File: config.mk
export PLATFORM = sky130hd
export DESIGN_NAME = div8x4_seq
export DESIGN_NICKNAME = d
export VERILOG_FILES = /design/src/rtl/div8x4_seq.sv
export SDC_FILE = /design/constraint.sdc
export NUM_CORES = 1
export LEC_CHECK = 0
export ABC_CLOCK_PERIOD_IN_PS = 2750
export CAP_MARGIN = 25
export CORE_ASPECT_RATIO = 2
export CORE_MARGIN = 5
export CORE_UTILIZATION = 36
export DETAILED_ROUTE_END_ITERATION = 12
export GPL_TIMING_DRIVEN = 0
export PLACE_DENSITY = 0.58
export REMOVE_ABC_BUFFERS = 1
export SLEW_MARGIN = 20
export SYNTH_ARGS = -nofsm -noshare
export SYNTH_HDL_FRONTEND = slang
export SYNTH_SLANG_ARGS = --single-unit
File: constraint.sdc
create_clock -name clk -period 2.75 [get_ports clk]
set_input_delay 0.4125 -clock clk [delete_from_list [all_inputs] [get_ports clk]]
set_output_delay 0.4125 -clock clk [all_outputs]
set_load 0.01 [all_outputs]
File: src/rtl/div8x4_seq.sv
// Signed 8-bit / 4-bit restoring divider: one quotient bit per clock, then a
// sign-fix cycle. Results and flags are registered and held until the next fix.
module div8x4_seq (
  input  logic       clk,
  input  logic       rst_n,
  input  logic       start,
  input  logic [7:0] dividend,
  input  logic [3:0] divisor,
  output logic       busy,
  output logic       done,
  output logic [3:0] quotient,
  output logic [3:0] remainder,
  output logic       ovf,
  output logic       dbz
);

  typedef enum logic [1:0] {S_IDLE, S_CALC, S_FIX} state_t;

  state_t      state_q, state_d;
  logic        sign_n_q, sign_n_d;
  logic        sign_d_q, sign_d_d;
  logic        dbz_path_q, dbz_path_d;
  logic [7:0]  mag_n_q, mag_n_d;
  logic [3:0]  mag_d_q, mag_d_d;
  logic [4:0]  prem_q, prem_d;
  logic [7:0]  q_q, q_d;
  logic [2:0]  step_q, step_d;
  logic        done_q, done_d;
  logic [3:0]  quot_q, quot_d;
  logic [3:0]  rem_q, rem_d;
  logic        ovf_q, ovf_d;
  logic        dbz_q, dbz_d;

  logic [4:0]        trial;
  logic              qbit;
  logic signed [8:0] qs;

  always_comb begin
    state_d    = state_q;
    sign_n_d   = sign_n_q;
    sign_d_d   = sign_d_q;
    dbz_path_d = dbz_path_q;
    mag_n_d    = mag_n_q;
    mag_d_d    = mag_d_q;
    prem_d     = prem_q;
    q_d        = q_q;
    step_d     = step_q;
    done_d     = 1'b0;
    quot_d     = quot_q;
    rem_d      = rem_q;
    ovf_d      = ovf_q;
    dbz_d      = dbz_q;
    trial      = {prem_q[3:0], mag_n_q[7]};
    qbit       = 1'b0;
    qs         = (sign_n_q ^ sign_d_q) ? -$signed({1'b0, q_q}) : $signed({1'b0, q_q});

    case (state_q)
      S_IDLE: begin
        if (start) begin
          sign_n_d   = dividend[7];
          sign_d_d   = divisor[3];
          // Unsigned negation maps -128 to 128 and -8 to 8, as wanted.
          mag_n_d    = dividend[7] ? -dividend : dividend;
          mag_d_d    = divisor[3] ? -divisor : divisor;
          prem_d     = '0;
          q_d        = '0;
          step_d     = '0;
          dbz_path_d = (divisor == 4'h0);
          state_d    = (divisor == 4'h0) ? S_FIX : S_CALC;
        end
      end
      S_CALC: begin
        mag_n_d = mag_n_q << 1;
        if (trial >= {1'b0, mag_d_q}) begin
          prem_d = trial - {1'b0, mag_d_q};
          qbit   = 1'b1;
        end else begin
          prem_d = trial;
        end
        q_d    = {q_q[6:0], qbit};
        step_d = step_q + 3'd1;
        if (step_q == 3'd7) state_d = S_FIX;
      end
      S_FIX: begin
        done_d  = 1'b1;
        state_d = S_IDLE;
        if (dbz_path_q) begin
          quot_d = '0;
          rem_d  = '0;
          ovf_d  = 1'b0;
          dbz_d  = 1'b1;
        end else begin
          ovf_d  = (qs < -9'sd8) || (qs > 9'sd7);
          quot_d = qs[3:0];
          rem_d  = sign_n_q ? -prem_q[3:0] : prem_q[3:0];
          dbz_d  = 1'b0;
        end
      end
      default: state_d = S_IDLE;
    endcase
  end

  always_ff @(posedge clk) begin
    if (!rst_n) begin
      state_q    <= S_IDLE;
      sign_n_q   <= 1'b0;
      sign_d_q   <= 1'b0;
      dbz_path_q <= 1'b0;
      mag_n_q    <= '0;
      mag_d_q    <= '0;
      prem_q     <= '0;
      q_q        <= '0;
      step_q     <= '0;
      done_q     <= 1'b0;
      quot_q     <= '0;
      rem_q      <= '0;
      ovf_q      <= 1'b0;
      dbz_q      <= 1'b0;
    end else begin
      state_q    <= state_d;
      sign_n_q   <= sign_n_d;
      sign_d_q   <= sign_d_d;
      dbz_path_q <= dbz_path_d;
      mag_n_q    <= mag_n_d;
      mag_d_q    <= mag_d_d;
      prem_q     <= prem_d;
      q_q        <= q_d;
      step_q     <= step_d;
      done_q     <= done_d;
      quot_q     <= quot_d;
      rem_q      <= rem_d;
      ovf_q      <= ovf_d;
      dbz_q      <= dbz_d;
    end
  end

  assign busy      = (state_q != S_IDLE);
  assign done      = done_q;
  assign quotient  = quot_q;
  assign remainder = rem_q;
  assign ovf       = ovf_q;
  assign dbz       = dbz_q;

endmodule

; Word level (Yosys, flattened, before mapping)
; Index checks and enable logic that the tools add are counted.
[op_classes]
mux = 23
n_lt_le_gt_ge = 3
n_reduce_logical = 8
addsub = 6
eq_ne = 5
bitwise_logic = 1
[ops]
columns = cell, n
row1 = 8-bit case mux with 2 select lines, 2
row2 = 4-bit 2-to-1 mux, 6
row3 = 8-bit 2-to-1 mux, 3
row4 = 9-bit by 4-bit greater-than comparator with 1-bit output (second input constant), 1
row5 = 9-bit by 4-bit < comparator with 1-bit output (second input constant), 1
row6 = 9-bit 2-to-1 mux, 1
row7 = 8-bit negation with 9-bit output, 1
row8 = 4-bit negation, 2
row9 = 8-bit negation, 1
row10 = 4-bit case mux with 2 select lines, 1
row11 = 2-bit 2-to-1 mux, 3
row12 = 3-bit case mux with 2 select lines, 1
row13 = 2-bit AND reduction, 3
row14 = 5-bit by 4-bit >= comparator with 1-bit output, 1
row15 = 4-bit zero test, 1
row16 = 1-bit 2-to-1 mux, 4
row17 = 2-bit != test (second input constant), 2
row18 = 2-bit case mux with 2 select lines, 1
row19 = 2-bit nonzero test, 2
row20 = 4-bit subtractor, 1
row21 = 3-bit by 1-bit adder with 3-bit output (second input constant), 1
row22 = 3-bit == test (second input constant), 1
row23 = 3-bit 2-to-1 mux, 1
row24 = 2-bit by 1-bit == test with 1-bit output (second input constant), 1
row25 = 4 further kinds, 4
[totals]
out_inout_bits = 12
elab_cells = 60
reg_bits = 43
input_bits = 15

; Logic depth before layout (Yosys ltp)
[depth]
depth_word = 5
ltp_mapped = 7
ltp_nobuf = 7

; Worst setup path after synthesis
; Ideal clock, no wire load.
[synth_path]
path_kind = register to register
start = reg mag_d_q[1]
end = reg prem_q[3]
required_ps = 2629
path_stages_with_launch = 8
t_arrival_ps = 1568
path_buffers = 0
path_slack_ps = 1061
setup_ps = 121
synth_period_minus_slack_ps = 1689
cell_sequence = dfxtp_1 > inv_1 > ha_1 > nor2b_1 > o21a_1 > or4_1 > nand2_1 > o21ai_0
[synth_via]
elab_chain_cells = 3
elab_cells_between_ends = 4
classes_between = add/sub: 1 / order compare: 1 / mux: 2
[synth_lines]
columns = item, line_no
row1 = from (decl), 24  ; logic [3:0] mag_d_q, mag_d_d;
row2 = from (signal assigned), 125  ; mag_d_q <= mag_d_d;
row3 = 4-bit subtractor / 5-bit by 4-bit >= comparator with 1-bit output (equally long branches), "75, 74"
row4 = 4-bit 2-to-1 mux *, 74  ; if (trial >= {1'b0, mag_d_q}) begin
row5 = 4-bit case mux with 2 select lines *, 57  ; case (state_q)
row6 = to (signal assigned), 126  ; prem_q <= prem_d;
row7 = to (decl), 25  ; logic [4:0] prem_q, prem_d;
; Every way passes the cells marked *; elsewhere a longest branch is shown, timed or not.
; A chain may end at the register's enable or synchronous reset.

; Worst setup path in the final report
[layout_path]
start = in start
end = reg mag_n_q[1]
[layout_via]
elab_chain_cells = 2
[layout_lines]
columns = item, line_no
row1 = from (decl), 6  ; input logic start,
row2 = 2-bit != test (no line), n/a
row3 = 2-bit AND reduction (no line), n/a
row4 = to (signal assigned), 124  ; mag_n_q <= mag_n_d;
row5 = to (decl), 23  ; logic [7:0] mag_n_q, mag_n_d;
; No other way between the ends.

==> impl_metrics.tcl <==
set metrics [dict create \
    ys_seq_elements 43 \
    synth_edf_count 0 \
    ir_worst_vdd_mv 0.298 \
    start_util_pct 36.8 \
    cts_buffers 5 \
    hp-class "reg -> reg" \
    fin_util_pct 43.9 \
    ys_async_sr_fraction_pct 0 \
    ys_warn_count 0 \
    status "finished, final reports clean" \
    crit_required_ps 2900 \
    cp_cell_sequence "clkdlybuf4s50_1 -> and2_1 -> nor2_1 -> a221oi_1 -> nor2_1" \
    max_freq_mhz 466 \
    final_net_count 332 \
    period_needed_ps 2150 \
    grt_pass1_vias 1870 \
    finalPower_mw 1.51 \
    yosys.area.top_type "dfxtp_1" \
    grt_first_pass_wirelength_um 8750 \
    slew_viol_final 0 \
    synthCells 289 \
    dp_hpwl_um 3800 \
    drt_iter0_markers 53 \
    io_buffers 26 \
    rows 41 \
    crit_fanout 20 \
    diodes 0 \
    cp_slowest_cell "and2_1" \
    final_common_cell "dfxtp_1" \
    crit_top_cell "nor2_1" \
    dieArea_um2 8190 \
    holdWs_ps 463 \
    clk_path_buf_depth 2 \
    most-common-layout-cells "dfxtp_1, nand2_1, nor2_1, a21oi_1, clkdlybuf4s50_1" \
    area_growth_pct 19.3 \
    hold_buffers 0 \
    place_ws_ps 288 \
    ys.flop_type "dfxtp_1" \
    cts_tree "yes" \
    synth_cell_types 44 \
    cts-root-buf "clkbuf_16" \
    crit_buf_inv 1 \
    avgRoutedWirePerCell_um 13.3 \
    via_per_inst 5.14 \
    die-width_um 66.5 \
    worst_pin_slew_ps 718 \
    syn_area_per_cell_um2 7.97 \
    power.density_nw_per_um2 549 \
    dpl-instance-area_um2 2600 \
    antenna_found_initial 0 \
    gp_congestion 0.859 \
    netlist.area_leader.share_pct 37.4 \
    cts_num_sinks 43 \
    final_area_um2 2750 \
    hold_viol_final 0 \
    finalSetupTns_ps 0 \
    cts_resized 0 \
    critPathArrivalTime_ps 2290 \
    drive_gt1_share_pct 4.58 \
    syn_area_um2 2300 \
    setup_viol 0 \
    htree_levels 2 \
    maxSlewHeadroom_pct 52.2 \
    maxCapViolations 0 \
    drtAntennaViolNets 0 \
    power.leakage_nw 1.01 \
    core_area_um2 6260 \
    grt_overflow 0 \
    remaining_drc_errors 0 \
    fin_skew_ps 2.46 \
    vias 2013 \
    critPathLaunchType "input port" \
    stdcell_count 392 \
    grt_max_degree 39 \
    rsz0062_at_grt "no" \
    io_pins 27 \
    worst_setup_path_end_kind "register" \
    synthTopCellsByArea "dfxtp_1, a21oi_1, nand2_1, ha_1, nor2_1" \
    cts_setup_buffers 0 \
    yosysSeqAreaShare_pct 37.4 \
    dpl.cell_count 385 \
    clk_pin_slew_ps 60 \
    finalCritPeriodShare_pct 78.0 \
    die_h_um 123 \
    crit_type "in -> reg" \
    fin_ws_ps 605 \
    clock_latency_ps 280 \
    first_pass_iters 5 \
    routed_wl_um 5200 \
    slowest_delay_ps 600 \
    crit_family "simple AND/OR/NAND/NOR gates" \
    grt.total_usage_pct 14.1 \
]
==> where the power goes <==
group          internal, mW  switching, mW
logic                 0.107          0.143
clock network         0.354          0.235
registers             0.648         0.0211
total                  1.11          0.398
==> worst register-to-register path, delay by kind of cell (launching register included) <==
family	cells	cell delay, ps
DFF	1	340
and+or+nand+nor	4	1230
AOI/OAI and AO/OA	1	330
==> synthesized netlist by cell type (all sizes together) (2+ instances only) <==
library cell / number
nand3: 18
dfxtp: 43
nor2b: 4
mux2i: 3
o31ai: 7
a22oi: 10
o22a: 2
o21ai: 10
nor3: 8
buf: 6
xor2: 2
or4: 2
nor2: 30
nand4: 2
o21a: 2
a211oi: 2
clkbuf: 11
or3: 3
inv: 15
and2: 2
ha: 10
a21oi: 26
xnor2: 12
nand2: 34
nand2b: 7
a221oi: 2
mux2: 3
==> layout make-up <==
class | count | area (um^2)
Multi-Input combinational cell | 214 | 1310
Clock inverter | 1 | 5.00
Clock buffer | 6 | 139
Sequential cell | 43 | 861
Fill cell | 664 | 3510
Tap cell | 86 | 108
Inverter | 15 | 56.3
Timing Repair Buffer | 27 | 272
==> cell families (layout without fill, tap and decap cells) <==
kind of cell / Yosys count / count (layout) / share of synthesized area (%)
AND/OR/NAND/NOR: 113 / 113 / 22.8
buffers and inverters: 32 / 49 / 5.98
XOR/XNOR: 14 / 14 / 5.33
AO/OA/AOI/OAI: 70 / 70 / 19.4
multiplexers: 6 / 6 / 2.77
adder cells (fa/ha/maj): 11 / 11 / 6.30
flip-flops: 43 / 43 / 37.4
==> final timing paths <==
path              start    endpoint  slack [ps]  depth (start not counted)
max               start  mag_n_q[1]         600                          5
min          mag_n_q[2]  mag_n_q[2]         460                          2
max reg2reg  state_q[0]  mag_n_q[1]         710                          5
min reg2reg  mag_n_q[2]  mag_n_q[2]         460                          2
==> metal layers <==
layer | wire length [um] | vias up | share of wire, % | track usage (%)
met5 | 0 | - | 0 | 0
met4 | 104 | 0 | 2.0 | 8.02
met3 | 196 | 6 | 3.8 | 2.64
met2 | 2930 | 36 | 56 | 26.1
met1 | 1970 | 927 | 38 | 14.0
li1 | - | 1044 | - | -
==> flip-flops by register name (all words and copies together), names as in the netlist, 2 cells and up <==
name	count
prem_q	4
state_q	2
mag_n_q	8
mag_d_q	4
q_q	8
quotient	4
remainder	4
step_q	3
No activity file was read; power rests on OpenSTA's default activity.
